<file path="config.mk">
export PLATFORM = sky130hd
export DESIGN_NAME = piso_shift_transmitter
export DESIGN_NICKNAME = d
export VERILOG_FILES = /design/src/rtl/piso_shift_transmitter.sv
export SDC_FILE = /design/constraint.sdc
export NUM_CORES = 1
export LEC_CHECK = 0
export BUFFER_PORTS_ARGS = -buffer_cell sky130_fd_sc_hd__buf_2
export CORE_MARGIN = 1
export CORE_UTILIZATION = 38
export CTS_CLUSTER_SIZE = 28
export DETAILED_ROUTE_END_ITERATION = 6
export GPL_TIMING_DRIVEN = 0
export PLACE_DENSITY = 0.6
export SYNTH_ARGS = -nofsm -noshare
export SYNTH_HDL_FRONTEND = slang
export SYNTH_SLANG_ARGS = --single-unit
</file>
<file path="constraint.sdc">
create_clock -name clk -period 2.3 [get_ports clk]
set_clock_uncertainty 0.15 [all_clocks]
set_input_delay 0.345 -clock clk [delete_from_list [all_inputs] [get_ports clk]]
set_output_delay 0.345 -clock clk [all_outputs]
set_load 0.01 [all_outputs]
</file>
<file path="src/rtl/piso_shift_transmitter.sv">
// rtl/piso_shift_transmitter.sv - parallel-in serial-out word transmitter, MSB index first
// Optional even-parity trailer cycle enabled by defining PISO_PARITY_EN.
module piso_shift_transmitter #(
    parameter int WIDTH = 6
) (
    input  logic             clk,
    input  logic             rst,
    input  logic [0:WIDTH-1] par_in,
    input  logic             load,
    output logic             ready,
    input  logic             en,
    output logic             ser_out,
    output logic             shift_en,
    output logic             busy,
`ifdef PISO_PARITY_EN
    output logic             parity_valid,
`endif
    output logic             done
);

    localparam int CW = $clog2(WIDTH);
    localparam logic [CW-1:0] LAST = CW'(WIDTH - 1);

`ifdef PISO_PARITY_EN
    typedef enum logic [1:0] {IDLE, SHIFT, PARITY} state_t;
`else
    typedef enum logic [1:0] {IDLE, SHIFT} state_t;
`endif

    state_t           state_q, state_d;
    logic [0:WIDTH-1] shreg_q, shreg_d;
    logic [CW-1:0]    cnt_q, cnt_d;
    logic             done_q, done_d;
`ifdef PISO_PARITY_EN
    logic             par_q, par_d;
`endif

    always_comb begin
        state_d = state_q;
        shreg_d = shreg_q;
        cnt_d   = cnt_q;
        done_d  = 1'b0;
`ifdef PISO_PARITY_EN
        par_d   = par_q;
`endif
        case (state_q)
            IDLE: begin
                if (load) begin
                    shreg_d = par_in;
                    cnt_d   = '0;
                    state_d = SHIFT;
`ifdef PISO_PARITY_EN
                    par_d   = ^par_in;
`endif
                end
            end
            SHIFT: begin
                // Shift toward the high index so ser_out always taps index WIDTH-1.
                if (en) begin
                    shreg_d = {1'b0, shreg_q[0:WIDTH-2]};
                    if (cnt_q == LAST) begin
                        cnt_d   = '0;
`ifdef PISO_PARITY_EN
                        state_d = PARITY;
`else
                        state_d = IDLE;
                        done_d  = 1'b1;
`endif
                    end else begin
                        cnt_d = cnt_q + CW'(1);
                    end
                end
            end
`ifdef PISO_PARITY_EN
            PARITY: begin
                if (en) begin
                    state_d = IDLE;
                    done_d  = 1'b1;
                end
            end
`endif
            default: state_d = IDLE;
        endcase
    end

    always_ff @(posedge clk or posedge rst) begin
        if (rst) begin
            state_q <= IDLE;
            shreg_q <= '0;
            cnt_q   <= '0;
            done_q  <= 1'b0;
`ifdef PISO_PARITY_EN
            par_q   <= 1'b0;
`endif
        end else begin
            state_q <= state_d;
            shreg_q <= shreg_d;
            cnt_q   <= cnt_d;
            done_q  <= done_d;
`ifdef PISO_PARITY_EN
            par_q   <= par_d;
`endif
        end
    end

    // ready is masked by rst directly so it drops without waiting for a clock.
    assign ready    = !rst && (state_q == IDLE);
    assign busy     = (state_q != IDLE);
    assign shift_en = (state_q == SHIFT) && en;
    assign done     = done_q;
`ifdef PISO_PARITY_EN
    assign parity_valid = (state_q == PARITY);
    assign ser_out      = ((state_q == SHIFT) && shreg_q[WIDTH-1]) ||
                          ((state_q == PARITY) && par_q);
`else
    assign ser_out      = (state_q == SHIFT) && shreg_q[WIDTH-1];
`endif

endmodule

</file>
=== After elaboration in Yosys (flattened, before gate mapping) ===
Cells that the tools add are included.

* Flip-flop bits (word level): 12
* Word-level logic and storage cells: 33
* Bits of input ports: 10
* Output and inout port bits: 5

* Reductions and logical operators: 9
* Eq/ne operators: 5
* Add/sub/neg operators: 1
* Muxes and demuxes: 14

{| class="wikitable"
|+ Operators by type and width
! kind !! count
|-
| 6-bit two-way mux || 2
|-
| 6-bit case mux with 2 select lines || 1
|-
| 3-bit two-way mux || 3
|-
| 2-bit two-way mux || 3
|-
| 2-bit inequality test (second input constant) || 3
|-
| 3-bit case mux with 2 select lines || 1
|-
| 3-bit AND reduction || 2
|-
| 2-bit case mux with 2 select lines || 1
|-
| 2-bit nonzero test || 2
|-
| 3-bit by 1-bit adder with 3-bit output (second input constant) || 1
|-
| 3-bit == test (second input constant) || 1
|-
| 1-bit logical AND || 3
|-
| 1-bit two-way mux || 3
|-
| 2-bit by 1-bit == test with 1-bit output (second input constant) || 1
|-
| 2-bit zero test || 1
|-
| 1-bit zero test || 1
|}

=== Depth between registers and ports, before layout ===
* Depth in word-level cells: 4
* Depth in mapped cells: 4

=== Least setup slack after synthesis ===
OpenSTA, ideal clock, no wires.

* Path kind: flip-flop to output port
* From: register state_q[0]
* To: output ser_out
* Setup slack: 0.939 ns
* Path buffers: 1
* Stages on the path, launching flop included: 3
* Data required time: 1.805 ns
* Arrival: 0.866 ns
* Cell sequence: dfrtp_1 > buf_2 > and2_1

* Word-level cells in the longest chain between the ends: 2

{| class="wikitable"
|+ Ends and longest elaborated chain
! item !! line !! text
|-
| start, declared || 30 || <nowiki>state_t state_q, state_d;</nowiki>
|-
| start signal, assigned || 96 || <nowiki>state_q <= state_d;</nowiki>
|-
| 2-bit by 1-bit == test with 1-bit output || 116 || <nowiki>assign ser_out = (state_q == SHIFT) && shreg_q[WIDTH-1];</nowiki>
|-
| 1-bit logical AND || 116 ||
|-
| end, declared || 12 || <nowiki>output logic ser_out,</nowiki>
|}

No other way between the ends.

=== Worst setup path after layout ===
Ends and elaborated chain as after synthesis.

==> summary.txt <==
Crit path DAT: 1.27 ns
CTS Sinks: 11
#FFs+latches synth: 11
Hold Path Sink: shreg_q[0]$_DFFE_PP0P_
Clk buf depth: 2
Die Y: 39.7 µm
Crit path max-delay family: flip-flops
Die X: 39.7 µm
Synth top area share: 50.9%
GR Overflow Total: 0
Critical path fanouts, max: 10
Fin. max-slew vios: 0
Area contributors post-synth: dfrtp_1 51%, mux2i_1 9.3%, a211oi_1 5.6%
Period utilization: 76.6%
TritonCTS buffer count: 3
Total power: 659 µW
CP required: 1.80 ns
FF-to-FF Start: state_q[0]$_DFFE_PP0P_
Routed wire per std cell: 11.5 µm
Routed Antenna Nets: 0
1st-pass router iterations: 4
Peak supply drop: 0.489 mV
Port bufs: 13
Comb pwr share: 31.0%
Remaining DRCs: 0
Vias in the first global route: 378
HP Class: primary input to flop
Worst setup path class: flop to output pin
Dpl hpwl: 721 µm
Flop pwr share: 49.1%
FP Rows: 13
Vias per cell: 5.11
Die Area: 1580 µm²
Filler cell count: 125
Via count: 445
Layout cells sized above 1: 29.2%
Setup crit end kind: output pin
Reg2Reg Depth: 3
Syn_nets: 64
Worst R2R End: shreg_q[5]$_DFFE_PP0P_
CORE AREA: 1320 µm²
Tightest Pin Transition: 0.404 ns
Initial antenna violation count: 0
Setup tns final: 0 ns
Cell taking the most area after synthesis: dfrtp_1
# nets final: 83
First-pass GRT wire length: 1.62 mm
Reg area: 275 µm²
CTS tree: built
Syn Inst Count: 54
CP max stage delay: 0.48 ns
Largest net degree at the start of global routing: 12
Crit-path slowest cell: dfrtp_1
Hold depth: 3
Final non-filler cell total: 87
WP buf/inv: 2
RSZ-0062 raised after global routing: false
# setup viols final: 0
Placed Cells: 82
HP Start: par_in[0]
Int Pwr: 438 µW
Number of H-tree levels: 1
Global placer's final weighted congestion: 0.690
Lkg Pwr: 0.327 nW
Pwr Density: 998 nW/µm²
Area delta synth->final: 22.2%
Initial DRC Count: 9
Crit-path cells: buf_2 > and2_1 > buf_2
Area of the multi-input gates: 233 µm²
Io pins: 15
Sw Pwr: 221 µW
Ant diodes: 0
Average cell area after synthesis: 10.0 µm²
Startpoint Class: flop
CTS clk-pin slew, worst paths: 0.07 ns
Root buffer cell: clkbuf_4
Status: completed
Library cells used by synthesis: 19
Worst slew margin: 73.0%
Post-synthesis sequential area ratio: 50.9%
Worst-skew pair later-pin latency: 0.27 ns
Switching part of the total power: 33.5%
Reg2Reg Setup Slack: 1.07 ns
Number of synthesis warnings: 0
GRT Total Usage: 16.3%
Area of the mapped netlist: 541 µm²
Final wirelength: 999 µm
Clock power share: 19.8%
FMAX: 0.567 GHz
Crit path time final: 1.76 ns
Final hold vios: 0
Initial Util: 41.0%
CP most frequent cell: buf_2
Max cap viols: 0
## worst register-to-register path: stages (launching register included)
cell and delay [ns]:
dfrtp_1 0.47, buf_2 0.22, a211oi_1 0.22, a21oi_1 0.06
## logic make-up after synthesis
kind of cell           synth area share [%]
and+or+nand+nor                        18.3
AOI/OAI and AO/OA                      15.5
DFF                                    50.9
buffers and inverters                  6.02
muxes                                  9.26
## per-layer routing
metal / GRT usage, % / share of wire, % / vias up
met1: 20.4 / 49 / 210
li1: - / - / 224
met4: 7.76 / 1.2 / 0
met5: 0 / 0 / -
met3: 6.82 / 4.7 / 2
met2: 23.8 / 45 / 9
## cells in the mapped netlist
cell type	count
a211oi_1	4
nor2_1	3
nand2b_1	2
and2_1	1
nor3b_2	1
nor2b_1	4
o22ai_1	1
mux2i_1	5
a21oi_1	5
nand2_1	3
o31ai_1	1
buf_2	2
o21ai_0	2
dfrtp_1	11
inv_1	4
nand3_1	2
nand3_2	1
o21ai_1	1
buf_4	1
## flip-flops by register name, summed over array words and instances (netlist names)
name and flops:
shreg_q 6, cnt_q 3, done 1, state_q 1
## worst max-delay path by stage
| stage | startpoint | endpoint | cells past startpoint |
|---|---|---|---|
| 2_1_floorplan | state_q[0]$_DFFE_PP0P_ | ser_out | 2 |
| 5_1_grt | state_q[0]$_DFFE_PP0P_ | ser_out | 3 |
| 3_3_place_gp | state_q[0]$_DFFE_PP0P_ | ser_out | 3 |
| 3_5_place_dp | state_q[0]$_DFFE_PP0P_ | ser_out | 3 |
| 4_1_cts | state_q[0]$_DFFE_PP0P_ | ser_out | 3 |
| 6_report | state_q[0]$_DFFE_PP0P_ | ser_out | 3 |
## metrics by stage
step | cell area (µm²) | setup WS (ns) | utilization [%] | hold slack [ns]
after global placement | 624 | 0.843 | 47.4 | 0.220
after CTS | 661 | 0.529 | 50.1 | 0.184
after floorplan | 541 | 0.939 | - | 0.0474
after detailed placement | 624 | 0.829 | 47.4 | 0.214
final | 661 | 0.538 | 50.1 | 0.180
after global routing | 661 | 0.457 | 50.1 | 0.213
## final cells by class
| class | count | area share [%] |
|---|---|---|
| repair buffers | 14 | 11.4 |
| flip-flops and latches | 11 | 41.7 |
| inverters | 4 | 2.27 |
| well taps | 15 | 2.84 |
| clock buffers | 4 | 3.98 |
| multi-input cells | 36 | 35.2 |
| plain buffers | 3 | 2.65 |
## power by group through the flow
stage	logic, mW	clock network (mW)	registers (mW)
2_1_floorplan	0.156	0	0.314
3_3_place_gp	0.203	0	0.323
3_5_place_dp	0.206	0	0.325
4_1_cts	0.208	0.134	0.324
5_1_grt	0.234	0.145	0.333
6_report	0.205	0.131	0.324
## timing repair
item | 4_1_cts | 5_1_grt
setup buffers | 0 | 0
setup endpoints to repair | 0 | 0
endpoints found under the hold margin | 11 | 0
gates resized for setup | 0 | 0
hold buffers | 1 | 0
## cells in the final DEF, fill, tap and decap left out
cell type	synthesis	routed
o21ai_1	1	1
clkbuf_4	0	3
nand3_1	2	2
nand2b_1	2	2
nor2b_1	4	4
o21ai_0	2	2
nand2_1	3	3
nor2_1	3	3
nor3b_2	1	1
nand3_2	1	1
inv_1	4	4
buf_2	2	15
a211oi_1	4	4
a21oi_1	5	5
o31ai_1	1	1
and2_1	1	1
o22ai_1	1	1
clkbuf_1	0	1
dfrtp_1	11	11
mux2i_1	5	5
buf_4	1	1
dlygate4sd3_1	0	1
No activity file was read; power rests on OpenSTA's default activity.
